<file path="src/rtl/uart_tx_arbiter_pkg.sv">
// rtl/uart_tx_arbiter_pkg.sv - shared state encodings, UART timing constants and width helper
package uart_tx_arbiter_pkg;

    typedef enum logic [1:0] {
        IDLE      = 2'd0,
        WAIT_DONE = 2'd1,
        GAP       = 2'd2
    } state_t;

    localparam int CLK_FREQ = 50_000_000;
    localparam int BAUD     = 9600;

    // Counter width able to hold 0..n-1, never narrower than one bit
    function automatic int width_min1(input int n);
        return (n > 1) ? $clog2(n) : 1;
    endfunction

endpackage

</file>
<file path="src/rtl/uart_tx_arbiter_rr_pick.sv">
// rtl/uart_tx_arbiter_rr_pick.sv - rotate-priority encoder picking the first request at or above ptr
module rr_pick #(
    parameter int NUM_REQ = 4,
    parameter int IW      = $clog2(NUM_REQ)
) (
    input  logic [NUM_REQ-1:0] req,
    input  logic [IW-1:0]      ptr,
    output logic [NUM_REQ-1:0] winner,
    output logic [IW-1:0]      index,
    output logic               valid
);

    int j;

    always_comb begin
        winner = '0;
        index  = '0;
        valid  = 1'b0;
        j      = 0;
        for (int i = 0; i < NUM_REQ; i++) begin
            j = int'(ptr) + i;
            if (j >= NUM_REQ) j = j - NUM_REQ;
            if (!valid && req[j]) begin
                valid     = 1'b1;
                winner[j] = 1'b1;
                index     = IW'(j);
            end
        end
    end

endmodule

</file>
<file path="src/rtl/uart_tx_arbiter.sv">
// rtl/uart_tx_arbiter.sv - round-robin arbiter sharing one uart_byte_tx among NUM_REQ byte producers
module uart_tx_arbiter
    import uart_tx_arbiter_pkg::*;
#(
    parameter int NUM_REQ     = 4,
    parameter int GAP_CYC     = 0,
    parameter int TIMEOUT_CYC = 100_000
) (
    input  logic                 CLK,
    input  logic                 Reset_n,
    input  logic [NUM_REQ-1:0]   req,
    input  logic [8*NUM_REQ-1:0] req_data,
    output logic [NUM_REQ-1:0]   grant,
    output logic [NUM_REQ-1:0]   done,
    output logic                 timeout_err,
    output logic                 busy,
    output logic                 Send_Go,
    output logic [7:0]           Data,
    input  logic                 Tx_Done
);

    localparam int IW = $clog2(NUM_REQ);
    localparam int TW = width_min1(TIMEOUT_CYC);
    localparam int GW = width_min1(GAP_CYC + 1);
    localparam logic [TW-1:0] T_LAST = TW'(TIMEOUT_CYC - 1);
    localparam logic [GW-1:0] G_LAST = GW'((GAP_CYC > 0) ? GAP_CYC - 1 : 0);

    state_t             state, state_nx;
    logic [IW-1:0]      ptr, ptr_nx, owner, owner_nx;
    logic [TW-1:0]      tcnt, tcnt_nx;
    logic [GW-1:0]      gcnt, gcnt_nx;
    logic [NUM_REQ-1:0] grant_nx, done_nx;
    logic               terr_nx, go_nx, busy_nx, finish;
    logic [7:0]         data_nx;

    logic [NUM_REQ-1:0] pick_onehot;
    logic [IW-1:0]      pick_idx;
    logic               pick_valid;

    rr_pick #(.NUM_REQ(NUM_REQ), .IW(IW)) u_pick (
        .req    (req),
        .ptr    (ptr),
        .winner (pick_onehot),
        .index  (pick_idx),
        .valid  (pick_valid)
    );

    always_comb begin
        state_nx = state;
        ptr_nx   = ptr;
        owner_nx = owner;
        tcnt_nx  = '0;
        gcnt_nx  = '0;
        grant_nx = '0;
        done_nx  = '0;
        terr_nx  = 1'b0;
        go_nx    = 1'b0;
        data_nx  = Data;
        finish   = 1'b0;
        case (state)
            IDLE: begin
                if (pick_valid) begin
                    grant_nx = pick_onehot;
                    go_nx    = 1'b1;
                    data_nx  = req_data[int'(pick_idx)*8 +: 8];
                    ptr_nx   = (int'(pick_idx) == NUM_REQ - 1) ? '0 : pick_idx + IW'(1);
                    owner_nx = pick_idx;
                    state_nx = WAIT_DONE;
                end
            end
            WAIT_DONE: begin
                tcnt_nx = tcnt + TW'(1);
                // Send_Go is still high in the launch cycle, so a Tx_Done there belongs to nothing we sent
                if (Tx_Done && !Send_Go) begin
                    done_nx[owner] = 1'b1;
                    finish         = 1'b1;
                end else if (tcnt == T_LAST) begin
                    terr_nx = 1'b1;
                    finish  = 1'b1;
                end
                if (finish) begin
                    tcnt_nx  = '0;
                    state_nx = (GAP_CYC > 0) ? GAP : IDLE;
                end
            end
            GAP: begin
                gcnt_nx = gcnt + GW'(1);
                if (gcnt == G_LAST) begin
                    gcnt_nx  = '0;
                    state_nx = IDLE;
                end
            end
            default: state_nx = IDLE;
        endcase
        busy_nx = (state_nx != IDLE);
    end

    always_ff @(posedge CLK) begin
        if (!Reset_n) begin
            state       <= IDLE;
            ptr         <= '0;
            owner       <= '0;
            tcnt        <= '0;
            gcnt        <= '0;
            grant       <= '0;
            done        <= '0;
            timeout_err <= 1'b0;
            busy        <= 1'b0;
            Send_Go     <= 1'b0;
            Data        <= 8'h00;
        end else begin
            state       <= state_nx;
            ptr         <= ptr_nx;
            owner       <= owner_nx;
            tcnt        <= tcnt_nx;
            gcnt        <= gcnt_nx;
            grant       <= grant_nx;
            done        <= done_nx;
            timeout_err <= terr_nx;
            busy        <= busy_nx;
            Send_Go     <= go_nx;
            Data        <= data_nx;
        end
    end

endmodule

</file>
<file path="config.mk">
export PLATFORM = sky130hd
export DESIGN_NAME = uart_tx_arbiter
export DESIGN_NICKNAME = d
export VERILOG_FILES = /design/src/rtl/uart_tx_arbiter_pkg.sv /design/src/rtl/uart_tx_arbiter_rr_pick.sv /design/src/rtl/uart_tx_arbiter.sv
export SDC_FILE = /design/constraint.sdc
export NUM_CORES = 1
export LEC_CHECK = 0
export ABC_AREA = 0
export CAP_MARGIN = 20
export CELL_PAD_IN_SITES_DETAIL_PLACEMENT = 1
export CELL_PAD_IN_SITES_GLOBAL_PLACEMENT = 1
export CORE_ASPECT_RATIO = 1.4
export CORE_MARGIN = 1
export CORE_UTILIZATION = 37
export DETAILED_ROUTE_END_ITERATION = 8
export PLACE_DENSITY_LB_ADDON = 0.3
export SKIP_CTS_REPAIR_TIMING = 1
export SYNTH_ARGS = -nofsm -noshare
export SYNTH_HDL_FRONTEND = slang
export SYNTH_HIERARCHICAL = 1
export SYNTH_SLANG_ARGS = --single-unit
export TNS_END_PERCENT = 30
</file>
<file path="constraint.sdc">
create_clock -name CLK -period 3.9 [get_ports CLK]
set_clock_uncertainty 0.15 [all_clocks]
set_input_delay 0.585 -clock CLK [delete_from_list [all_inputs] [get_ports CLK]]
set_output_delay 0.585 -clock CLK [all_outputs]
set_load 0.01 [all_outputs]
</file>
# Word-level counts from Yosys, hierarchy flattened
# Cells that the tools add are included.
# word_totals
in_bits	39
elab_cells	114
register_bits	43
# op_classes
n_mux	47
n_bitwise	5
n_reduce_logical	22
shift	1
add_sub_neg	10
n_lt_le_gt_ge	14
eq_ne	4
# ops
op	n
32-bit by 1-bit greater-or-equal comparator with 1-bit output, second input constant	4
32-bit by 4-bit less-than comparator with 1-bit output, second input constant	4
32-bit two-way mux	4
32-bit by 4-bit greater-or-equal comparator with 1-bit output, second input constant	3
32-bit by 4-bit subtractor with 32-bit output, second input constant	3
32-bit by 6-bit indexed part select with 8-bit output	1
1-bit two-way mux	21
17-bit by 1-bit adder with 17-bit output, second input constant	1
17-bit == test, second input constant	1
2-bit two-way mux	8
4-bit two-way mux	4
4-bit bitwise OR	3
1-bit demux with 2-bit select	5
1-bit logical AND	9
3-bit AND reduction	3
1-bit binary-select mux with 2-bit select	4
2-bit by 2-bit adder with 3-bit output, second input constant	2
2-bit case mux with 3 select lines	1
3-bit OR reduction	2
2-bit by 1-bit == test with 1-bit output, second input constant	2
1-bit zero test	4
2-bit AND reduction	2
2-bit by 3-bit subtractor with 4-bit output, second input constant	1
2-bit by 1-bit adder with 3-bit output, second input constant	1
9 further kinds	10

# Longest topological paths before layout
# Gate-level depths: netlist (run 1).
# logic_depth
word_depth	18
depth_mapped	14

# Modules after synthesis
# Netlist (run 1), hierarchy kept.
# modules_own_cells
module	cells_per_inst	n_inst	area_each_um2	seq_area_each_um2
uart_tx_arbiter	198	1	1835.5	860.8
rr_pick	48	1	460.4	0.0

# Least setup slack after synthesis (run 1)
# Ideal clock, no wire load.
# synth_timing
path_type	register to register
from	register ptr[0]
to	register Data[3]
synth_period_minus_slack_ps	3038
arrival_time_ps	2757
setup_ps	130
stages_incl_launch_ff	15
setup_slack_ps	862
cell_sequence	dfxtp_1 -> buf_6 -> inv_1 -> ha_1 -> mux4_2 -> buf_6 -> and2b_2 -> o21ai_0 -> o31ai_1 -> buf_2 -> buf_2 -> mux2i_1 -> nor3_1 -> a21oi_1 -> o22ai_1
# synth_between
elab_chain_len	16
# synth_rtl
item	line_no	source
start, declared	uart_tx_arbiter.sv:29	logic [IW-1:0] ptr, ptr_nx, owner, owner_nx;
start signal, assigned	uart_tx_arbiter.sv:113	ptr <= ptr_nx;
parallel branches: the longest is 14 deep, another holds 32-bit by 4-bit subtractor with 32-bit output	n/a	
2-bit two-way mux *	uart_tx_arbiter_rr_pick.sv:23	if (!valid && req[j]) begin
via pick_idx[0]	uart_tx_arbiter.sv:37	logic [IW-1:0] pick_idx;
32-bit by 6-bit indexed part select with 8-bit output *	uart_tx_arbiter.sv:65	data_nx = req_data[int'(pick_idx)*8 +: 8];
end signal, assigned	uart_tx_arbiter.sv:122	Data <= data_nx;
end, declared	uart_tx_arbiter.sv:18	output logic [7:0] Data,
# Mark *: on every way through the listed nets, which the timed path passes. The select of a mux whose other input is x is not followed.
# A chain may end at the register's enable or synchronous reset.

# Worst setup path after layout (run 1)
# layout_timing
from	input port req[2]
to	register ptr[0]
# layout_between
elab_chain_len	15
# layout_rtl
item	line_no	source
start, declared	uart_tx_arbiter.sv:11	input logic [NUM_REQ-1:0] req,
1-bit binary-select mux with 2-bit select	uart_tx_arbiter_rr_pick.sv:23	
1-bit two-way mux (not written as such) (2 in series)	uart_tx_arbiter_rr_pick.sv:23	
1-bit two-way mux	uart_tx_arbiter_rr_pick.sv:23	
1-bit zero test	uart_tx_arbiter_rr_pick.sv:23	
1-bit logical AND	uart_tx_arbiter_rr_pick.sv:23	
1-bit two-way mux	uart_tx_arbiter_rr_pick.sv:23	
1-bit zero test	uart_tx_arbiter_rr_pick.sv:23	
1-bit logical AND	uart_tx_arbiter_rr_pick.sv:23	
1-bit two-way mux	uart_tx_arbiter_rr_pick.sv:23	
1-bit zero test	uart_tx_arbiter_rr_pick.sv:23	
1-bit logical AND	uart_tx_arbiter_rr_pick.sv:23	
2-bit two-way mux *	uart_tx_arbiter_rr_pick.sv:23	
via pick_idx[1]	uart_tx_arbiter.sv:37	
2-bit by 1-bit == test with 1-bit output *	uart_tx_arbiter.sv:66	ptr_nx = (int'(pick_idx) == NUM_REQ - 1) ? '0 : pick_idx + IW'(1);
2-bit two-way mux *	uart_tx_arbiter.sv:66	
# The timed path passes the listed nets; every way through them passes the cells marked *. The select of a mux whose other input is x is not followed.

==> results of run 1 <==
-- how the worst min path moves through the flow --
stage / startpoint / endpoint / slack, ns / cells after the start
5_1_grt: gcnt$_SDFF_PN0_ / state[1]$_SDFF_PN0_ / 0.33 / 2
4_1_cts: gcnt$_SDFF_PN0_ / state[1]$_SDFF_PN0_ / 0.29 / 2
3_5_place_dp: gcnt$_SDFF_PN0_ / state[1]$_SDFF_PN0_ / 0.29 / 2
6_report: gcnt$_SDFF_PN0_ / state[1]$_SDFF_PN0_ / 0.29 / 2
2_1_floorplan: gcnt$_SDFF_PN0_ / state[1]$_SDFF_PN0_ / 0.27 / 2
3_3_place_gp: gcnt$_SDFF_PN0_ / state[1]$_SDFF_PN0_ / 0.28 / 2
-- final cells by class --
cell class,instances,area (um2),share of cell area [%]
clock buffer,5,68.8,2.27
clock inverter,3,43.8,1.44
inverter,9,33.8,1.11
multi-input combinational,182,1350,44.3
sequential,43,861,28.4
tap,70,87.6,2.89
timing repair buffer,60,593,19.6
-- cell usage in the layout (no fill, tap or decap), types with 5 or more instances in the layout --
cell	n
clkdlybuf4s50_1	57
dfxtp_1	43
nand2_1	25
nor2_1	24
a21oi_1	15
ha_1	10
inv_1	9
nor3_1	9
mux2i_1	9
xnor2_1	8
a22oi_1	8
nand4_1	6
nand3_1	6
o21ai_0	6
xor2_1	5
nor4_1	5
mux4_2	5
clkbuf_8	5
-- sequential cells by signal (all words and copies together), names as in the netlist --
signal       flops
ptr              2
owner            2
done             4
busy             1
gcnt             1
Data             8
grant            4
tcnt            17
state            2
Send_Go          1
timeout_err      1
-- where the power goes --
| part | leakage (nW) | switching [mW] | internal (mW) |
|---|---|---|---|
| clock network | 0.0581 | 0.159 | 0.191 |
| logic | 0.656 | 0.480 | 0.467 |
| registers | 0.351 | 0.0572 | 0.520 |
| total | 1.06 | 0.696 | 1.18 |
-- kinds of logic after synthesis --
logic type      share of synthesized area [%]
simple gates                             24.1
other cells                             0.163
fa+ha+maj                                5.45
xor+xnor                                 4.96
buf+inv                                  4.52
compound gates                           10.1
flops                                    37.5
mux                                      13.2
-- per-layer routing --
layer	GRT usage [%]	routed length, um	vias up
met4	8.68	153	0
met1	19.1	2170	967
li1	-	-	991
met5	0	0	-
met2	36.3	3360	32
met3	2.99	112	9
-- synthesized netlist by cell type (all sizes together) (6+ instances only) --
library cell and number:
mux4 8, ha 10, buf 9, a21oi 15, nor3 9, o21ai 6
inv 9, a22oi 8, nand2 25, mux2i 9, nor2 24, xnor2 8
nand4 6, nand3 8, dfxtp 43
-- worst max-delay path: stages --
cell	delay [ns]
clkdlybuf4s50_1	0.48
mux4_1	0.79
nor4b_4	0.47
nor2_1	0.11
a32o_1	0.40
ha_1	0.26
nor3_1	0.20
a21oi_1	0.06
nor2_1	0.09
-- stage by stage --
step           cells  hold WS, ns
5_1_grt          372        0.326
4_1_cts          372        0.290
3_3_place_gp     364        0.282
3_5_place_dp     364        0.290
2_1_floorplan    246        0.269
6_report         372        0.287
==> impl_metrics.tcl, run 1 <==
set metrics [dict create \
    coreArea_um2 5900 \
    h-tree-depth 2 \
    hold_violations 0 \
    min_path_type "register to register" \
    finalSetupViolations 0 \
    crit_end "ptr[0]$_SDFFE_PN0P_" \
    cts_buffer_depth 2 \
    ys_seq_elements 43 \
    netlist-cell-type-count 46 \
    max_slew_margin_pct 54.1 \
    critPathCaptureType "register" \
    cp-start-kind "input port" \
    grt_overflow 0 \
    design_area_um2 3030 \
    rsz0062_at_grt "no" \
    yosysWarnings 6 \
    fin_ws_ns 0.537 \
    cts_sinks 43 \
    numCtsBuffers 5 \
    cp-startpoint "req[2]" \
    diodes 0 \
    maxCapViolCount 0 \
    synth_area_leaders "dfxtp_1 37%, ha_1 5.4%, mux4_2 4.9%" \
    max_freq_mhz 297 \
    synth_top_cell_by_area "dfxtp_1" \
    place_area_um2 2920 \
    reg2reg_to "ptr[0]$_SDFFE_PN0P_" \
    period_share_pct 86.2 \
    postSynthCellCount 246 \
    p_per_area_nw_per_um2 618 \
    initial_utilization_pct 38.9 \
    syn_nets 295 \
    drtIter0Drc 67 \
    syn_area_um2 2300 \
    antenna_left 0 \
    worstPathMaxFanout 13 \
    slew_violations 0 \
    grt_usage_pct 19.0 \
    area_growth_pct 32.1 \
    grt_max_degree 18 \
    crit_required_ns 3.99 \
    die_area_um2 6530 \
    reg2reg_slack_ns 0.56 \
    worstSetupPathType "input port to register" \
    port_buffers 57 \
    synth.top_cell.area_share_pct 37.5 \
    ios 58 \
    drc 0 \
    clk_latency_ns 0.30 \
    grt_first_pass_wirelength_mm 9.11 \
    cts_root_buf "clkbuf_8" \
    max_slew.worst_pin.slew_ns 0.688 \
    clkTransAtPathRegs_ns 0.09 \
    num_vias 1999 \
    timing.rr.start "ptr[1]$_SDFFE_PN0P_" \
    utilization_pct 51.4 \
    synth_flop_cell "dfxtp_1" \
    p_leak_nw 1.06 \
    tritoncts "built" \
    synthArstFlopShare_pct 0 \
    min_period_ns 3.36 \
    dieWidth_um 68.6 \
    wl_per_cell_um 15.6 \
    antenna_found_initial 0 \
    dp_hpwl_mm 4.50 \
    dr.pass1.iters 6 \
    num_rows 33 \
    cp.arrival_ns 3.45 \
    fin_setup_tns_ns 0 \
    via_per_inst 5.37 \
    synth_edf_count 0 \
    ys_seq_area_share_pct 37.5 \
    grt_pass1_vias 2015 \
    fill_cells 690 \
    gp_congestion 0.822 \
    drive_above_1_share_pct 9.27 \
    irDropWorstVdd_v 0.000326 \
    finalPower_mw 1.87 \
    syn_avg_cell_area_um2 9.33 \
    drt-total-wl_mm 5.79 \
    dpl_worst_slack_ns 0.206 \
    die_height_um 95.2 \
    status "complete, no violations" \
    rr_worst_depth 10 \
    nets 350 \
]
(Power assumes the default switching activity.)
==> run 2: changes to the inputs <==
Settings changed: PLACE_DENSITY_LB_ADDON 0.3 to 0.05.
==> run 2 against run 1 <==
Non-clock buffer count grew 1. Core utilization grew 0.13 points. First-iteration DRC count shrank 46%. Register-to-register slack gained 0.25 ns. Count of clock-buffer cells in the layout is the same. Clock power is essentially flat. Die area is the same. Global-route usage shrank 1.0 points. Critical path type unchanged. Largest cell class unchanged.
==> impl_metrics.tcl, run 2 (synthesis gave the netlist of run 1 again) <==
set metrics [dict create \
    top_regs "tcnt: 17 flops, Data: 8 flops" \
    initial_utilization_pct 38.9 \
    min_period_ns 3.30 \
    numCtsBuffers 5 \
    dp_cells 365 \
    fill_cells 697 \
    p_per_area_nw_per_um2 613 \
    p_leak_nw 1.07 \
    timing.rr.start "ptr[1]$_SDFFE_PN0P_" \
    nets 351 \
    finalSetupViolations 0 \
    routed.top_layer "met4" \
    max_slew_margin_pct 55.0 \
    tritoncts "built" \
    route.met3.wl_um 200 \
    diodes 0 \
    dp_hpwl_mm 4.27 \
    maxCapViolCount 0 \
    wl_per_cell_um 14.7 \
    worstPathMaxFanout 13 \
    via_per_inst 5.24 \
    dr.pass1.iters 4 \
    whs_ns 0.290 \
    rr_worst_depth 9 \
    cts_buffer_depth 2 \
    antenna_left 0 \
    whs_path_depth 2 \
    design_area_um2 3040 \
    ios 58 \
    max_slew.worst_pin.slew_ns 0.675 \
    stdcell_count 373 \
    grt_max_degree 18 \
    final_cell_mix "57 x clkdlybuf4s50_1, 43 x dfxtp_1, 25 x nand2_1" \
    min_path_type "register to register" \
    grt_pass1_vias 1970 \
    utilization_pct 51.5 \
    drtIter0Drc 36 \
    final_common_cell "clkdlybuf4s50_1" \
    crit_required_ns 3.98 \
    finalPower_mw 1.86 \
    holdPathEnd "state[1]$_SDFF_PN0_" \
    cp-start-kind "input port" \
    place_area_um2 2930 \
    dieWidth_um 68.6 \
    cts_root_buf "clkbuf_8" \
    die_height_um 95.2 \
    cts_sinks 43 \
    largest_reg_flops 17 \
    dpl_worst_slack_ns 0.247 \
    clk_latency_ns 0.30 \
    fin_setup_tns_ns 0 \
    status "complete, no violations" \
    grt_first_pass_wirelength_mm 8.75 \
    reg2reg_slack_ns 0.81 \
    area_growth_pct 32.4 \
    antenna_found_initial 0 \
    clkTransAtPathRegs_ns 0.08 \
    fin_ws_ns 0.600 \
    die_area_um2 6530 \
    drive_above_1_share_pct 9.57 \
    port_buffers 57 \
    grt_usage_pct 18.0 \
    reg2reg_to "ptr[0]$_SDFFE_PN0P_" \
    drt-total-wl_mm 5.48 \
    grt_overflow 0 \
    num_vias 1955 \
    cp.arrival_ns 3.38 \
    hold_violations 0 \
    num_rows 33 \
    met2_length_mm 3.04 \
    critPathCaptureType "register" \
    slew_violations 0 \
    max_freq_mhz 303 \
    worstSetupPathType "input port to register" \
    regMostFlops "tcnt" \
    hp-start "gcnt$_SDFF_PN0_" \
    irDropWorstVdd_v 0.000274 \
    drc 0 \
    gp_congestion 0.755 \
    drt-met1-wl_mm 2.13 \
    rsz0062_at_grt "no" \
    period_share_pct 84.6 \
    coreArea_um2 5900 \
    h-tree-depth 2 \
]
run 2: cell types whose count changed in the layout (fill, tap and decap cells not counted), sizes merged:
| cell | delta |
|---|---|
| buf | +1 |
run 2: worst max-delay path, cell delays in order:
cell	delay (ns)
clkdlybuf4s50_1	0.47
mux4_1	0.78
nor4b_4	0.47
nor2_1	0.09
a32o_1	0.38
ha_1	0.26
nor3_1	0.19
a21oi_1	0.07
nor2_1	0.09
run 2: power by group:
| part | leakage (nW) | switching (mW) | total, mW | internal (mW) |
|---|---|---|---|---|
| combinational | 0.661 | 0.476 | 0.946 | 0.470 |
| sequential | 0.351 | 0.0485 | 0.568 | 0.520 |
| clock | 0.0581 | 0.158 | 0.349 | 0.191 |
| total | 1.07 | 0.682 | 1.86 | 1.18 |
run 2: area by class of cell:
| cell class | instances | area, um2 | area share [%] |
|---|---|---|---|
| multi-input combinational | 182 | 1350 | 44.2 |
| sequential | 43 | 861 | 28.3 |
| timing repair buffer | 61 | 601 | 19.8 |
| tap | 70 | 87.6 | 2.88 |
| clock buffer | 5 | 68.8 | 2.26 |
| clock inverter | 3 | 43.8 | 1.44 |
| inverter | 9 | 33.8 | 1.11 |
run 2: worst max path at each step:
stage,depth (start not counted),slack [ns],to,from
3_3_place_gp,9,0.41,ptr[0]$_SDFFE_PN0P_,req[2]
3_5_place_dp,9,0.25,ptr[0]$_SDFFE_PN0P_,req[2]
6_report,9,0.60,ptr[0]$_SDFFE_PN0P_,req[2]
4_1_cts,9,0.57,ptr[0]$_SDFFE_PN0P_,req[2]
2_1_floorplan,14,0.86,Data[3]$_SDFFE_PN0P_,ptr[0]$_SDFFE_PN0P_
5_1_grt,9,0.33,ptr[0]$_SDFFE_PN0P_,req[2]
run 2: metal layers:
layer  up-vias  GRT usage, %
li1        989             -
met1       920          17.7
met2        36          34.6
met3        10          4.07
met4         0          6.94
met5         -             0
==> run 3: changes to the inputs <==
Clock period 3.9 ns to 3.45 ns, I/O delays scaled along.
==> run 3 against run 2 <==
Setup slack got worse by 0.20 ns. Cell count rose by 0.54%. Core utilization rose by 0.47 points. Critical path type unchanged. Largest cell class unchanged. Largest power group unchanged. Highest routed layer unchanged.
==> impl_metrics.tcl, run 3 (synthesis gave the netlist of run 1 again) <==
set metrics [dict create \
    final_cell_mix "57 x clkdlybuf4s50_1, 43 x dfxtp_1, 25 x nand2_1" \
    die_area_um2 6530 \
    dr.pass1.iters 4 \
    crit_required_ns 3.46 \
    min_period_ns 3.05 \
    p_leak_nw 1.08 \
    diodes 0 \
    hold_violations 0 \
    drtIter0Drc 44 \
    die_height_um 95.2 \
    top_regs "tcnt: 17 flops, Data: 8 flops" \
    fill_cells 706 \
    critPathCaptureType "register" \
    coreArea_um2 5900 \
    grt_usage_pct 18.0 \
    dieWidth_um 68.6 \
    max_freq_mhz 328 \
    period_share_pct 88.3 \
    antenna_left 0 \
    final_common_cell "clkdlybuf4s50_1" \
    maxCapViolCount 0 \
    antenna_found_initial 0 \
    max_slew_margin_pct 45.0 \
    ios 58 \
    port_buffers 57 \
    drc 0 \
    cp.arrival_ns 3.06 \
    rsz0062_at_grt "no" \
    largest_reg_flops 17 \
    dp_hpwl_mm 4.16 \
    cts_buffer_depth 2 \
    worstSetupPathType "input port to register" \
    worst_path_max_delay_cell "mux4_1" \
    worstPathMaxFanout 11 \
    num_rows 33 \
    worst-path-buf-inv 1 \
    regMostFlops "tcnt" \
    utilization_pct 52.0 \
    area_growth_pct 33.6 \
    clkTransAtPathRegs_ns 0.09 \
    finalSetupViolations 0 \
    grt_max_degree 18 \
    numCtsBuffers 5 \
    fin_setup_tns_ns 0 \
    nets 353 \
    p_per_area_nw_per_um2 705 \
    tritoncts "built" \
    crit_chain "clkdlybuf4s50_1 -> mux4_1 -> nor3_1 -> a32o_1 -> mux4_2 -> nand2_1 -> a21oi_1" \
    grt_first_pass_wirelength_mm 8.83 \
    slew_violations 0 \
    irDropWorstVdd_v 0.000480 \
    initial_utilization_pct 38.9 \
    num_vias 1961 \
    status "complete, no violations" \
    path_delay_family "multiplexers" \
    gp_congestion 0.771 \
    grt_overflow 0 \
    cp-start-kind "input port" \
    slowest_delay_ns 0.69 \
    drt-total-wl_mm 5.46 \
    clk_latency_ns 0.30 \
    grt_pass1_vias 1956 \
    cts_sinks 43 \
    cts_root_buf "clkbuf_8" \
    drive_above_1_share_pct 10.2 \
    via_per_inst 5.23 \
    wl_per_cell_um 14.6 \
    min_path_type "register to register" \
    h-tree-depth 2 \
    max_slew.worst_pin.slew_ns 0.823 \
]
run 3: cell type report:
class                      count  area, um2  area share, %
clock buffer                   5       68.8           2.24
clock inverter                 3       43.8           1.43
inverter                       9       33.8           1.10
multi-input combinational    182       1350           43.8
sequential                    43        861           28.1
tap                           70       87.6           2.85
timing repair buffer          63        628           20.5
run 3: final timing paths:
kind | startpoint | endpoint | slack (ns) | cells after the start
worst max-delay path | req[2] | Data[2]$_SDFFE_PN0P_ | 0.40 | 7
worst min-delay path | gcnt$_SDFF_PN0_ | state[1]$_SDFF_PN0_ | 0.29 | 2
worst max register to register | ptr[0]$_SDFFE_PN0P_ | Data[2]$_SDFFE_PN0P_ | 0.45 | 10
worst min register to register | gcnt$_SDFF_PN0_ | state[1]$_SDFF_PN0_ | 0.29 | 2
run 3: worst min-delay path, stage by stage (launching register included):
cell and delay [ns]:
dfxtp_1 0.31, nand2_1 0.05, nor3_1 0.05
run 3: power by group:
part / leakage, nW / switching, mW / internal [mW] / total, mW
Combinational: 0.675 / 0.552 / 0.566 / 1.12
Sequential: 0.351 / 0.0562 / 0.588 / 0.644
Clock: 0.0581 / 0.184 / 0.216 / 0.400
run 3: per-layer routing:
metal / up-vias / GRT usage (%) / share of wire, %
met5: - / 0 / 0
met4: 0 / 5.73 / 1.2
met3: 7 / 4.55 / 3.8
met2: 34 / 34.2 / 55
met1: 929 / 18.4 / 40
li1: 991 / - / -
run 3: through the flow:
step                instances  setup WS [ns]  area (um2)  power (mW)  hold WS [ns]
finish                    375          0.403        3070        2.16         0.292
global route              375          0.226        3070        2.31         0.313
CTS                       375          0.421        3070        2.19         0.303
detailed placement        367          0.135        2960        1.78         0.295
global placement          367          0.178        2960        1.76         0.292
floorplan                 246          0.412        2300        1.41         0.269
